<file path="src/rtl/if_fetch_ctrl.sv">
// Instruction fetch request engine: one outstanding SRAM-like request, flush cancellation, branch delay slot.
// Optional FETCH_ADEL_EN: misaligned fetch PCs raise ADEL instead of issuing a request.
module if_fetch_ctrl #(
  parameter logic [31:0] RESET_PC = 32'hbfc00000
) (
  input  logic        clk,
  input  logic        reset,
  input  logic        ws_handle_ex,
  input  logic [31:0] ex_pc,
  input  logic        br_taken,
  input  logic [31:0] br_target,
  output logic        fs_busy,
  input  logic        ds_allowin,
  output logic        fs_to_ds_valid,
  output logic [64:0] fs_to_ds_bus,
  output logic        inst_sram_req,
  output logic        inst_sram_wr,
  output logic [1:0]  inst_sram_size,
  output logic [31:0] inst_sram_addr,
  input  logic        inst_sram_addr_ok,
  input  logic        inst_sram_data_ok,
  input  logic [31:0] inst_sram_rdata
);

  localparam int unsigned PC_W  = 32;
  localparam int unsigned BUS_W = 65;

  typedef enum logic [1:0] {
    S_REQ  = 2'd0,
    S_WAIT = 2'd1,
    S_HOLD = 2'd2
  } state_t;

  state_t            state_q, state_n;
  logic [PC_W-1:0]   pc_q, pc_n;
  logic              cancel_q, cancel_n;
  logic              br_pend_q, br_pend_n;
  logic [PC_W-1:0]   br_tgt_q, br_tgt_n;
  logic [BUS_W-1:0]  bus_n;
  logic              accept;
  logic              adel_q, adel_n;
  logic              req_n, busy_n, valid_n;
  logic [PC_W-1:0]   addr_n;

`ifdef FETCH_ADEL_EN
  assign adel_q = |pc_q[1:0];
  assign adel_n = |pc_n[1:0];
  assign addr_n = pc_n;
`else
  assign adel_q = 1'b0;
  assign adel_n = 1'b0;
  assign addr_n = {pc_n[PC_W-1:2], 2'b00};
`endif

  assign inst_sram_wr   = 1'b0;
  assign inst_sram_size = 2'b10;

  // A request is only live once the registered req is up, so a post-reset REQ cycle cannot be accepted.
  assign accept = inst_sram_req & inst_sram_addr_ok;

  // Next-state: sequential/branch behaviour first, flush overrides last.
  always_comb begin
    state_n   = state_q;
    pc_n      = pc_q;
    cancel_n  = cancel_q;
    br_pend_n = br_pend_q;
    br_tgt_n  = br_tgt_q;
    bus_n     = fs_to_ds_bus;

    if (br_taken) begin
      br_pend_n = 1'b1;
      br_tgt_n  = br_target;
    end

    case (state_q)
      S_REQ: begin
        if (adel_q) begin
          state_n = S_HOLD;
          bus_n   = {1'b1, 32'h0, pc_q};
        end else if (accept) begin
          state_n = S_WAIT;
        end
      end
      S_WAIT: begin
        if (inst_sram_data_ok) begin
          if (cancel_q) begin
            cancel_n = 1'b0;
            state_n  = S_REQ;
          end else begin
            state_n = S_HOLD;
            bus_n   = {1'b0, inst_sram_rdata, pc_q};
          end
        end
      end
      S_HOLD: begin
        if (ds_allowin) begin
          state_n   = S_REQ;
          pc_n      = br_pend_n ? br_tgt_n : PC_W'(pc_q + 32'd4);
          br_pend_n = 1'b0;
        end
      end
      default: state_n = S_REQ;
    endcase

    if (ws_handle_ex) begin
      pc_n      = ex_pc;
      br_pend_n = 1'b0;
      bus_n     = fs_to_ds_bus;
      case (state_q)
        S_REQ: begin
          state_n  = accept ? S_WAIT : S_REQ;
          cancel_n = accept;
        end
        S_WAIT: begin
          if (inst_sram_data_ok) begin
            state_n  = S_REQ;
            cancel_n = 1'b0;
          end else begin
            state_n  = S_WAIT;
            cancel_n = 1'b1;
          end
        end
        default: state_n = S_REQ;
      endcase
    end
  end

  // Outputs are registered from the next-state view so they line up with the state they describe.
  always_comb begin
    req_n   = (state_n == S_REQ) && !adel_n;
    valid_n = (state_n == S_HOLD);
    busy_n  = ((state_n == S_WAIT) && !cancel_n) || (state_n == S_HOLD);
  end

  always_ff @(posedge clk) begin
    if (reset) begin
      state_q        <= S_REQ;
      pc_q           <= RESET_PC;
      cancel_q       <= 1'b0;
      br_pend_q      <= 1'b0;
      br_tgt_q       <= '0;
      inst_sram_req  <= 1'b0;
      inst_sram_addr <= '0;
      fs_to_ds_valid <= 1'b0;
      fs_to_ds_bus   <= '0;
      fs_busy        <= 1'b0;
    end else begin
      state_q        <= state_n;
      pc_q           <= pc_n;
      cancel_q       <= cancel_n;
      br_pend_q      <= br_pend_n;
      br_tgt_q       <= br_tgt_n;
      inst_sram_req  <= req_n;
      inst_sram_addr <= addr_n;
      fs_to_ds_valid <= valid_n;
      fs_to_ds_bus   <= bus_n;
      fs_busy        <= busy_n;
    end
  end

endmodule

</file>
<file path="config.mk">
export PLATFORM = sky130hd
export DESIGN_NAME = if_fetch_ctrl
export DESIGN_NICKNAME = d
export VERILOG_FILES = /design/src/rtl/if_fetch_ctrl.sv
export SDC_FILE = /design/constraint.sdc
export NUM_CORES = 1
export LEC_CHECK = 0
export BUFFER_PORTS_ARGS = -buffer_cell sky130_fd_sc_hd__buf_2
export CORE_AREA = 2 2 122 124
export CTS_CLUSTER_SIZE = 14
export DETAILED_ROUTE_END_ITERATION = 10
export DIE_AREA = 0 0 124 126
export GPL_ROUTABILITY_DRIVEN = 1
export GPL_TIMING_DRIVEN = 0
export PLACE_DENSITY_LB_ADDON = 0.15
export RECOVER_POWER = 25
export SYNTH_ARGS = -nofsm -noshare
export SYNTH_HDL_FRONTEND = slang
export SYNTH_SLANG_ARGS = --single-unit
export TNS_END_PERCENT = 50
</file>
<file path="constraint.sdc">
create_clock -name clk -period 2 [get_ports clk]
set_input_delay 0.4 -clock clk [delete_from_list [all_inputs] [get_ports clk]]
set_output_delay 0.4 -clock clk [all_outputs]
set_load 0.005 [all_outputs]
</file>
==> Word level (Yosys, flattened, before mapping) <==
Cells that the tools add are included.
{ "word_totals": {"register_bits": 167, "in_bits": 103, "output_inout_bits": 103, "word_cells": 52} }
{ "classes": {"addsub": 1, "n_eq_ne": 4, "muxes": 22, "bitwise_logic": 3, "n_reduce_logical": 10} }
{ "ops": {"columns": ["op", "count"], "rows": [
  ["$mux 32", 5],
  ["$add 32x3->32 const B", 1],
  ["$mux 2", 5],
  ["$mux 1", 9],
  ["$pmux 2 s3", 1],
  ["$eq 2x1->1 const B", 2],
  ["$eq 2x2->1 const B", 2],
  ["$logic_not 2->1", 2],
  ["$pmux 1 s2", 2],
  ["$reduce_and 4->1", 1],
  ["$reduce_bool 2->1", 2],
  ["$not 1->1", 2],
  ["$reduce_and 2->1", 1],
  ["$reduce_or 2->1", 1],
  ["$and 1x1->1", 1],
  ["$logic_and 1x1->1", 1],
  ["$logic_not 1->1", 1],
  ["$logic_or 1x1->1", 1]
]} }

==> Logic depth before layout (Yosys ltp) <==
Gate-level depths: netlist of the first run.
{ "logic_depth": {"ltp_word": 7, "depth_mapped": 7, "depth_no_buf": 6} }

==> Worst setup path before layout of the first run <==
No wires, ideal clock.
{ "synth_timing": {"path_type": "register to register", "startpoint": "register, netlist name inst_sram_addr[2]", "endpoint": "register pc_q[24]", "setup_time_ps": 122, "t_arrival_ps": 2006, "t_required_ps": 1878, "path_slack_ps": -128, "stages_incl_launch_ff": 8, "path_buffers": 1, "synth_period_minus_slack_ps": 2128, "path_cell_list": "dfxtp_1 ha_1 nand3_1 or4_1 buf_2 o31a_1 o311ai_2 nand2_1"} }
{ "synth_lines": {"columns": ["item", "line_no", "source"], "rows": [
  ["end signal: assignment", "149", "pc_q <= pc_n;"],
  ["end: declaration", "35", "logic [PC_W-1:0] pc_q, pc_n;"]
]} }

==> Worst setup path in the final report of the first run <==
{ "layout_timing": {"startpoint": "register state_q[0]", "endpoint": "register inst_sram_addr[30]"} }
{ "layout_between": {"elab_chain_len": 3} }
{ "layout_rtl": {"columns": ["item", "line_no", "source"], "rows": [
  ["start: declaration", "34", "state_t state_q, state_n;"],
  ["start signal: assignment", "148", "state_q <= state_n;"],
  ["$eq 2x2->1", "75", "case (state_q)"],
  ["$mux 32", "75", null],
  ["$mux 32", "105", "if (ws_handle_ex) begin"],
  ["end signal: assignment", "154", "inst_sram_addr <= addr_n;"],
  ["end: declaration", "19", "output logic [31:0] inst_sram_addr,"]
]} }
No other way between the ends. The select of a mux whose other input is x is not followed.
A chain may end at the register's enable or synchronous reset.

==> results of run 1 <==
-- cell usage after synthesis, types with 6 or more instances --
cell      number  share of area, %
nand3_1       14               1.1
o21ai_1        8              0.62
xnor2_1       11               1.5
xor2_1         6              0.81
nor3_1        12              0.92
nand4_1        8              0.77
buf_4         27               3.1
dfxtp_1      144                44
a21oi_1       87               6.7
clkbuf_1      49               2.8
nor2_1        67               3.9
nor4_1         8              0.77
a22oi_1        8              0.92
buf_1          7              0.40
and3_1         7              0.67
mux2i_1       35               5.4
o21ai_0       18               1.4
inv_1         14              0.81
o22ai_1        9              0.87
nand2_1      185                11
-- worst max-delay path: cells and delay by family (launching register included) --
kind                   cells  cell delay (ns)
AOI/OAI and AO/OA          3             0.57
buffers and inverters      1             0.21
DFF                        1             0.47
and+or+nand+nor            2             0.66
-- cell families after synthesis --
logic type / after synthesis
compound gates: 179
xor+xnor: 17
fa+ha+maj: 1
buf+inv: 100
flops: 144
mux: 37
other cells: 2
simple gates: 333
-- power groups by stage --
stage                     clock network, uW  registers (uW)  logic [uW]
after floorplan                           0            3120         414
after CTS                              3170            3090         711
after global placement                    0            3140         697
after detailed placement                  0            3140         700
after global routing                   3290            3100         808
final                                  3140            3090         736
-- final cells by class --
cell class              instances  area [sq um]
flip-flops and latches        144          2927
repair buffers                217          1126
well taps                     184         230.2
clock inverters                10         110.1
plain buffers                  78         416.7
clock buffers                  22         474.2
inverters                      15         56.30
fillers                      1358          5692
multi-input cells             573          3279
diodes                          1         2.502
-- repair_timing --
action | CTS | global route
hold buffers | 0 | 0
setup endpoints to repair | 56 | 104
buffers inserted | 13 | 8
pin swaps | 8 | 7
hold endpoints to repair | 0 | 0
resized for setup | 40 | 35
-- metal layers --
layer	vias up	track usage (%)	share of wire, %
met5	-	0	0
met4	0	9.782	2.7
met3	51	4.982	9.2
met2	314	39.08	44
met1	3058	37.63	44
li1	3239	-	-
-- state kept, by name, summed over array words and instances, names as in the netlist --
register and count:
fs_to_ds_valid 1, fs_to_ds_bus 64, inst_sram_addr 30, state_q 2
br_pend_q 1, inst_sram_req 1, br_tgt_q 32, fs_busy 1
pc_q 11, cancel_q 1
-- worst max-delay path by stage --
stage,start,cells past startpoint,to,slack (ns)
3_5_place_dp,br_taken,6,br_tgt_q[12],-0.53
2_1_floorplan,inst_sram_addr[2],7,pc_q[24],0.0007
5_1_grt,state_q[1],5,inst_sram_addr[30],-0.08
4_1_cts,inst_sram_addr[3],6,pc_q[23],-0.05
3_3_place_gp,br_taken,6,br_tgt_q[31],-0.48
6_report,state_q[0],6,inst_sram_addr[30],-0.002
-- stage by stage --
step	utilization, %	setup TNS (ns)	power, uW	hold slack [ns]	instance area [sq um]
floorplan	-	0	3530	0.4284	6520
global placement	54.01	-19.01	3836	0.4397	7731
detailed placement	54.01	-19.98	3842	0.4432	7731
CTS	59.70	-0.1634	6967	0.2048	8546
global route	60.22	-0.7805	7205	0.2102	8620
finish	60.24	-0.001627	6969	0.2127	8622
==> summary.md, run 1 <==
| Metric | Value |
|---|---|
| Slew headroom | `55.39%` |
| Most frequent cells in the layout | `nand2_1, buf_2, dfxtp_1` |
| Startpoint Class | `flip-flop` |
| Vias | `6662` |
| Worst Hold Depth | `3` |
| Hold Path Sink | `fs_to_ds_bus[51]` |
| Starting Density | `45.38%` |
| Max Slew Vio Count | `0` |
| Number of I/O port buffers | `196` |
| Non-Filler Instances | `1244` |
| Vias per inst | `5.355` |
| TritonCTS clock tree | `yes` |
| Post-DP HPWL | `15270 um` |
| Worst r2r src | `state_q[0]` |
| Switching part of the total | `24.86%` |
| Sequential share of the synthesized area | `44.38%` |
| Reg2Reg Setup Slack | `-0.002 ns` |
| Clock power frac | `45.1%` |
| VDD IR-drop max | `0.0005256 V` |
| WL final | `21050 um` |
| Critical Path RT | `2.33 ns` |
| Yosys reg bits | `144` |
| Clock Sinks | `144` |
| DRT Pass-1 Iters | `9` |
| CP max-delay cell | `dfxtp_1` |
| Slew @ Worst Pin | `0.6691 ns` |
| Final Hold Fails | `0` |
| Skew-Pair Late Insertion Delay | `0.42 ns` |
| Post-synth design cell area | `6495 sq um` |
| Die ar. | `15620 sq um` |
| Power density over cell area | `808.3 nW/um^2` |
| Die W | `124 um` |
| Worst Slack Setup Final | `-0.001627 ns` |
| Share of layout cells above drive strength 1 | `29.46%` |
| Final Setup Violations | `1` |
| Residual DRC count | `0` |
| Cell at the root of the clock tree | `clkbuf_16` |
| Core area | `14310 sq um` |
| Async set-reset flop share out of synthesis | `0%` |
| Cell Int Power | `5237 uW` |
| Area growth syn-to-layout | `32.75%` |
| H-tree depth | `4` |
| Routed Antenna Nets | `0` |
| Syn avg cell area | `7.989 sq um` |
| Netlist cell types | `63` |
| Net switching power | `1732 uW` |
| Reg2Reg Depth | `6` |
| Synth Flop Type | `dfxtp_1` |
| Period utilization | `100.1%` |
| Violated checks | `negative setup slack` |
| Setup WS pre-CTS | `-0.5321 ns` |
| Die Y | `126 um` |
| Crit path kind | `flip-flop to flip-flop` |
| Clock Path Buffers | `2` |
| Post-synthesis compound-gate area fraction | `17.16%` |
| Worst setup EP type | `flip-flop` |
| Drt wl/cell | `16.92 um` |
| Synth Area in Adders | `0.1926%` |
| Tot GR Track Use | `26.25%` |
| Std cell rows | `44` |
| Crit-path cells | `and3b_1, clkbuf_1, nor2_2, a22o_1, o21ai_0, a211oi_1` |
| First-pass GRT wire length | `31350 um` |
| Number of global-route vias before repair | `5862` |
| Hold Path Class | `primary input to flip-flop` |
| Largest net degree at the start of global routing | `17` |
| Routability cong. | `0.9246` |
| Max Clock Skew | `0.007179 ns` |
| Critical path peak fanout | `9` |
| Synth Area in XOR/XNOR | `2.292%` |
| Gate Count Post-Synth | `813` |
| Outcome | `finished with violations` |
| Commonest non-fill, non-tap cell in the layout | `nand2_1` |
| Mux share of post-synthesis cell area | `5.741%` |
| Worst r2r dst | `inst_sram_addr[30]` |
| Delay of the slowest cell on the worst path | `0.47 ns` |
| Start point of the worst hold path | `inst_sram_rdata[19]` |
| Synth warn | `0` |
| RSZ-0062 raised after global routing | `yes` |
| Number of synthesized flops with an enable pin | `0` |
| Main combinational cell family by area after synthesis | `simple AND/OR/NAND/NOR gates` |
| Gr ovfl total | `0` |
| Peak Freq | `499.6 MHz` |
| Share of power burned in registers | `44.4%` |
| Starting DRC count in detailed routing | `569` |
| Leak | `0.003706 uW` |
| Final #Nets | `1150` |
| Maxcap violations | `0` |
| Ports | `206` |
| Initial antenna violation count | `0` |
| Power share of the combinational group | `10.6%` |
| Synth Area in Simple Gates | `22.73%` |
| Crit path time final | `2.002 ns` |
| WP data arrival | `2.33 ns` |
| Placed cells | `1197` |
| Register clock-pin slew on the reported worst setup and hold paths | `0.06 ns` |
| CTS buffer count | `17` |
Power figures use the tool's default switching activity.
==> run 2: changes to the inputs <==
Settings changed: CELL_PAD_IN_SITES_DETAIL_PLACEMENT from default to 1, CELL_PAD_IN_SITES_GLOBAL_PLACEMENT from default to 2, CORE_AREA 2 2 122 124 to 2 2 162 164, DIE_AREA 0 0 124 126 to 0 0 164 166.
==> summary.md, run 2 (synthesis results as in run 1) <==
| Metric | Value |
|---|---|
| Outcome | `complete, no violations` |
| Post-DP HPWL | `18960 um (+24%)` |
| Power Total | `7053 uW (+1.2%)` |
| Top flop regs | `fs_to_ds_bus: 64 flops, br_tgt_q: 32 flops, inst_sram_addr: 30 flops` |
| CTS buffer count | `17 (unchanged)` |
| Max Clock Skew | `0.01026 ns (+0.003085 ns)` |
| VDD IR-drop max | `0.0004614 V (-12%)` |
| Area growth syn-to-layout | `36.27%` |
| Crit path kind | `flip-flop to flip-flop` |
| Starting Density | `25.36% (-20 points)` |
| Vias per inst | `4.694 (-12%)` |
| H-tree depth | `4 (unchanged)` |
| Max Slew Vio Count | `0 (unchanged)` |
| Cell Int Power | `5147 uW (-1.7%)` |
| Met1 track demand over resource | `26.30% (-11 points)` |
| Std cell rows | `59 (+34%)` |
| Starting DRC count in detailed routing | `347 (-39%)` |
| RSZ-0062 raised after global routing | `yes` |
| Critical Path RT | `2.29 ns (-0.04 ns)` |
| Grt met3 use | `3.122% (-1.9 points)` |
| Largest net degree at the start of global routing | `17 (unchanged)` |
| Die W | `164 um (+32%)` |
| Setup TNS | `0 ns (+0.001627 ns)` |
| Number of I/O port buffers | `196 (unchanged)` |
| Fillers | `3155 (+130%)` |
| Slew @ Worst Pin | `0.8472 ns (+0.1781 ns)` |
| Core area | `25620 sq um (+79%)` |
| Period utilization | `98.96% (-1.1 points)` |
| First-pass GRT wire length | `39230 um (+25%)` |
| Drt wl/cell | `18.56 um (+9.7%)` |
| Met2 Track Usage GR | `31.37% (-7.7 points)` |
| Cts hold-fix bufs | `0 (unchanged)` |
| Net switching power | `1907 uW (+10%)` |
| Peak Freq | `505.3 MHz (+1.1%)` |
| Startpoint Class | `flip-flop` |
| Leak | `0.003704 uW (about the same)` |
| WP data arrival | `2.27 ns (-0.06 ns)` |
| Die ar. | `27220 sq um (+74%)` |
| Hold Path Class | `primary input to flip-flop` |
| Final Core Density | `34.55% (-26 points)` |
| Most frequent cells in the layout | `nand2_1, buf_2, dfxtp_1` |
| Largest Register | `fs_to_ds_bus` |
| Register clock-pin slew on the reported worst setup and hold paths | `0.07 ns (about the same)` |
| Power share of the combinational group | `10.7% (about the same)` |
| Ports | `206 (unchanged)` |
| Commonest non-fill, non-tap cell in the layout | `nand2_1` |
| Maxcap violations | `0 (unchanged)` |
| Crit path time final | `1.979 ns (-0.02243 ns)` |
| Final #Nets | `1146 (-0.35%)` |
| Share of layout cells above drive strength 1 | `30.33% (+0.87 points)` |
| Die Y | `166 um (+32%)` |
| Min Hold Slack | `0.2010 ns (-0.01172 ns)` |
| Gr ovfl total | `0 (unchanged)` |
| Slew headroom | `43.52% (-12 points)` |
| GRT busiest layer | `met2` |
| Worst setup EP type | `flip-flop` |
| Initial antenna violation count | `1 (+1)` |
| Residual DRC count | `0 (unchanged)` |
| WL final | `25800 um (+23%)` |
| DRT Pass-1 Iters | `4 (-5)` |
| Cell at the root of the clock tree | `clkbuf_16` |
| Clock power frac | `45.5% (+0.4 points)` |
| Routability cong. | `0.8138 (-12%)` |
| Clock Path Buffers | `2 (unchanged)` |
| Final Hold Fails | `0 (unchanged)` |
| Routed Antenna Nets | `0 (unchanged)` |
| Number of global-route vias before repair | `6508 (+11%)` |
| ANT cells | `0 (-1)` |
| Max FFs per register | `64 (unchanged)` |
| Power density over cell area | `796.9 nW/um^2 (-1.4%)` |
| Final Setup Violations | `0 (-1)` |
| Tot GR Track Use | `19.13% (-7.1 points)` |
| Vias | `6525 (-2.1%)` |
| TritonCTS clock tree | `yes` |
| Critical path peak fanout | `3 (-6)` |
| Switching part of the total | `27.03% (+2.2 points)` |
| Share of power burned in registers | `43.8% (-0.6 points)` |
| Clock Sinks | `144 (unchanged)` |
| Skew-Pair Late Insertion Delay | `0.43 ns (about the same)` |
==> run 2: cell count changes in the layout (fill, tap and decap cells not counted), sizes merged <==
cell	change
buf	-4
bufinv	-1
clkbuf	-2
clkinv	-4
clkinvlp	+1
diode	-1
inv	+6
==> run 2: final timing paths <==
check / from / to / slack, ns / cells after the start
worst max-delay path: inst_sram_addr[3] / inst_sram_addr[24] / 0.02 / 6
worst min-delay path: inst_sram_rdata[23] / fs_to_ds_bus[55] / 0.20 / 3
worst max register to register: inst_sram_addr[3] / inst_sram_addr[24] / 0.02 / 6
worst min register to register: fs_to_ds_bus[49] / fs_to_ds_bus[49] / 0.45 / 2
==> run 2: power by group through the flow <==
stage	registers [uW]	logic, uW	clock network, uW
after floorplan	3120	414	0
final	3090	754	3210
after global routing	3100	842	3450
after detailed placement	3150	740	0
after CTS	3090	751	3300
after global placement	3150	737	0
==> run 2: area by class of cell <==
class / instances / area [sq um] / area share (%)
well taps: 335 / 419.2 / 4.736
plain buffers: 77 / 435.4 / 4.919
multi-input cells: 573 / 3336 / 37.69
flip-flops and latches: 144 / 2925 / 33.05
clock buffers: 20 / 466.7 / 5.273
clock inverters: 12 / 122.6 / 1.385
inverters: 15 / 57.56 / 0.6503
repair buffers: 214 / 1089 / 12.30
==> run 2: metrics by stage <==
step / worst slack [ns] / area [sq um] / std cells
after global placement: -0.7420 / 7920 / 1348
after detailed placement: -0.7140 / 7920 / 1348
after global routing: -0.04514 / 8851 / 1390
after floorplan: 0.0007123 / 6520 / 817
after CTS: -0.05035 / 8765 / 1386
final: 0.02081 / 8851 / 1390
==> run 2: critical path, cell delays in order (launching register included) <==
cell and delay (ns):
dfxtp_4 0.37, ha_4 0.14, nand3_4 0.10, or4_4 0.54, o31a_1 0.35, o311ai_4 0.24, nand2_1 0.11
==> run 2: routing by layer <==
layer / wire length [um] / vias to the layer above / share of wire, %
met2: 12350 / 136 / 48
met5: 13 / - / 0.050
met4: 276 / 2 / 1.1
met3: 1173 / 23 / 4.5
li1: - / 3226 / -
met1: 11990 / 3138 / 46
==> run 2: timing repair <==
action	CTS	global route
setup buffers	12	6
resized for setup	56	44
pin swaps	12	8
endpoints found under the setup margin	111	115
==> run 3: changes to the inputs <==
Settings changed: CELL_PAD_IN_SITES_DETAIL_PLACEMENT 1 to default, CELL_PAD_IN_SITES_GLOBAL_PLACEMENT 2 to default, CORE_AREA 2 2 162 164 to 2 2 131 133, DIE_AREA 0 0 164 166 to 0 0 133 135.
==> summary.md, run 3 (synthesis results as in run 1) <==
| Metric | Value |
|---|---|
| Number of I/O port buffers | `196 (unchanged)` |
| Outcome | `complete, no violations` |
| Cts hold-fix bufs | `0 (unchanged)` |
| Hold Path Class | `primary input to flip-flop` |
| Leak | `0.003745 uW (+1.1%)` |
| Critical Path RT | `2.31 ns (+0.02 ns)` |
| Clock Sinks | `144 (unchanged)` |
| Period utilization | `99.13% (+0.17 points)` |
| H-tree depth | `4 (unchanged)` |
| Share of layout cells above drive strength 1 | `30.40% (+0.066 points)` |
| Crit path time final | `1.983 ns (+0.003488 ns)` |
| Die Y | `135 um (-19%)` |
| Final Setup Violations | `0 (unchanged)` |
| Net switching power | `1762 uW (-7.6%)` |
| Fillers | `1640 (-48%)` |
| TritonCTS clock tree | `yes` |
| Tot GR Track Use | `24.41% (+5.3 points)` |
| First-pass GRT wire length | `33580 um (-14%)` |
| Area growth syn-to-layout | `34.96%` |
| Top flop regs | `fs_to_ds_bus: 64 flops, br_tgt_q: 32 flops, inst_sram_addr: 30 flops` |
| Startpoint Class | `flip-flop` |
| Largest Register | `fs_to_ds_bus` |
| Worst r2r dst | `pc_q[23]` |
| Reg2Reg Setup Slack | `0.02 ns (about the same)` |
| DRT Pass-1 Iters | `5 (+1)` |
| Std cell rows | `47 (-20%)` |
| Cell at the root of the clock tree | `clkbuf_16` |
| VDD IR-drop max | `0.0005269 V (+14%)` |
| Ports | `206 (unchanged)` |
| Residual DRC count | `0 (unchanged)` |
| Slew @ Worst Pin | `0.7779 ns (-0.06927 ns)` |
| Worst r2r src | `inst_sram_addr[3]` |
| Crit path kind | `flip-flop to flip-flop` |
| Routed Antenna Nets | `0 (unchanged)` |
| WL final | `22280 um (-14%)` |
| Worst Slack Setup Final | `0.01732 ns (-0.003488 ns)` |
| Maxcap violations | `0 (unchanged)` |
| Commonest non-fill, non-tap cell in the layout | `nand2_1` |
| Most frequent cells in the layout | `nand2_1, buf_2, dfxtp_1` |
| Setup TNS | `0 ns (unchanged)` |
| Power Total | `7293 uW (+3.4%)` |
| Initial antenna violation count | `1 (unchanged)` |
| Max Clock Skew | `0.01218 ns (+0.001914 ns)` |
| Max Slew Vio Count | `0 (unchanged)` |
| Power density over cell area | `831.9 nW/um^2 (+4.4%)` |
| WP data arrival | `2.29 ns (+0.02 ns)` |
| Clock Path Buffers | `2 (unchanged)` |
| Register clock-pin slew on the reported worst setup and hold paths | `0.06 ns (about the same)` |
| Number of global-route vias before repair | `6007 (-7.7%)` |
| Share of power burned in registers | `42.5% (-1.3 points)` |
| Area of the multi-input gates | `3357 sq um (+0.64%)` |
| CTS buffer count | `17 (unchanged)` |
| Drt wl/cell | `17.45 um (-6.0%)` |
| Vias per inst | `5.178 (+10%)` |
| Die ar. | `17960 sq um (-34%)` |
| Peak Freq | `504.4 MHz (-0.18%)` |
| Min Hold Slack | `0.2061 ns (+0.005075 ns)` |
| Power share of the combinational group | `10.2% (-0.5 points)` |
| Routability cong. | `0.9215 (+13%)` |
| Final Hold Fails | `0 (unchanged)` |
| Hold Path Sink | `fs_to_ds_bus[46]` |
| Starting DRC count in detailed routing | `375 (+8.1%)` |
| Vias | `6612 (+1.3%)` |
| RSZ-0062 raised after global routing | `yes` |
| Slew headroom | `48.14% (+4.6 points)` |
| Critical path peak fanout | `7 (+4)` |
| Cell Int Power | `5531 uW (+7.5%)` |
| Core area | `16410 sq um (-36%)` |
| Switching part of the total | `24.16% (-2.9 points)` |
| Clock power frac | `47.3% (+1.8 points)` |
| Die W | `133 um (-19%)` |
| Skew-Pair Late Insertion Delay | `0.43 ns (about the same)` |
| Post-DP HPWL | `16110 um (-15%)` |
| Worst setup EP type | `flip-flop` |
| Setup WS pre-CTS | `-0.4992 ns (+0.2148 ns)` |
| Max FFs per register | `64 (unchanged)` |
| Largest net degree at the start of global routing | `17 (unchanged)` |
| Gr ovfl total | `0 (unchanged)` |
| Final #Nets | `1147 (+0.087%)` |
| Starting Density | `39.59% (+14 points)` |
| Start point of the worst hold path | `inst_sram_rdata[14]` |
| Reg2Reg Depth | `6 (unchanged)` |
| Worst Hold Depth | `3 (unchanged)` |
| FF/Latch Area | `2919 sq um (-0.21%)` |
==> run 3: stage by stage <==
stage	util, %	std cells	cell area, sq um
final	53.43	1277	8766
after global routing	53.43	1277	8766
after floorplan	-	817	6520
after detailed placement	47.40	1233	7776
after CTS	52.52	1270	8617
after global placement	47.40	1233	7776
==> run 3: final cells by class <==
class	instances	share of cell area, %
multi-input combinational	573	38.30
sequential	144	33.30
timing repair buffer	215	12.45
clock buffer	23	5.567
buffer	77	4.782
tap	220	3.140
clock inverter	9	1.756
inverter	15	0.6851
antenna	1	0.02855
==> run 3: worst max-delay path by stage <==
| stage | start | endpoint | slack, ns | cells past startpoint |
|---|---|---|---|---|
| 3_3_place_gp | br_taken | br_tgt_q[31] | -0.52 | 6 |
| 4_1_cts | inst_sram_addr[2] | pc_q[24] | -0.02 | 7 |
| 3_5_place_dp | br_taken | br_tgt_q[31] | -0.50 | 6 |
| 5_1_grt | br_pend_q | inst_sram_addr[2] | -0.10 | 6 |
| 2_1_floorplan | inst_sram_addr[2] | pc_q[24] | 0.0007 | 7 |
| 6_report | inst_sram_addr[3] | pc_q[23] | 0.02 | 6 |
==> run 3: power groups by stage <==
| stage | Clock [uW] | Combinational (uW) | Sequential (uW) |
|---|---|---|---|
| finish | 3450 | 741 | 3100 |
| global route | 3630 | 812 | 3110 |
| CTS | 3510 | 719 | 3090 |
| detailed placement | 0 | 707 | 3140 |
| global placement | 0 | 708 | 3140 |
| floorplan | 0 | 414 | 3120 |
==> run 3: worst max-delay path, cell delays in order (launching register included) <==
cell and delay (ns):
dfxtp_4 0.37, buf_6 0.12, nand4_4 0.18, or4_4 0.56
o31a_1 0.29, o311ai_4 0.26, nand2_1 0.08
==> run 3: repair_timing <==
action / 4_1_cts / 5_1_grt
gates cloned: 0 / 0
endpoints found under the setup margin: 107 / 105
setup buffers: 11 / 8
resized for setup: 41 / 47
pin swaps: 6 / 7
==> run 3: routing by layer <==
layer  track usage [%]  up-vias  part of all wire (%)
met5                 0        -                     0
met3             5.180       26                   6.8
met1             34.00     3079                    46
met4             8.363        0                   1.8
li1                  -     3240                     -
met2             37.62      267                    45
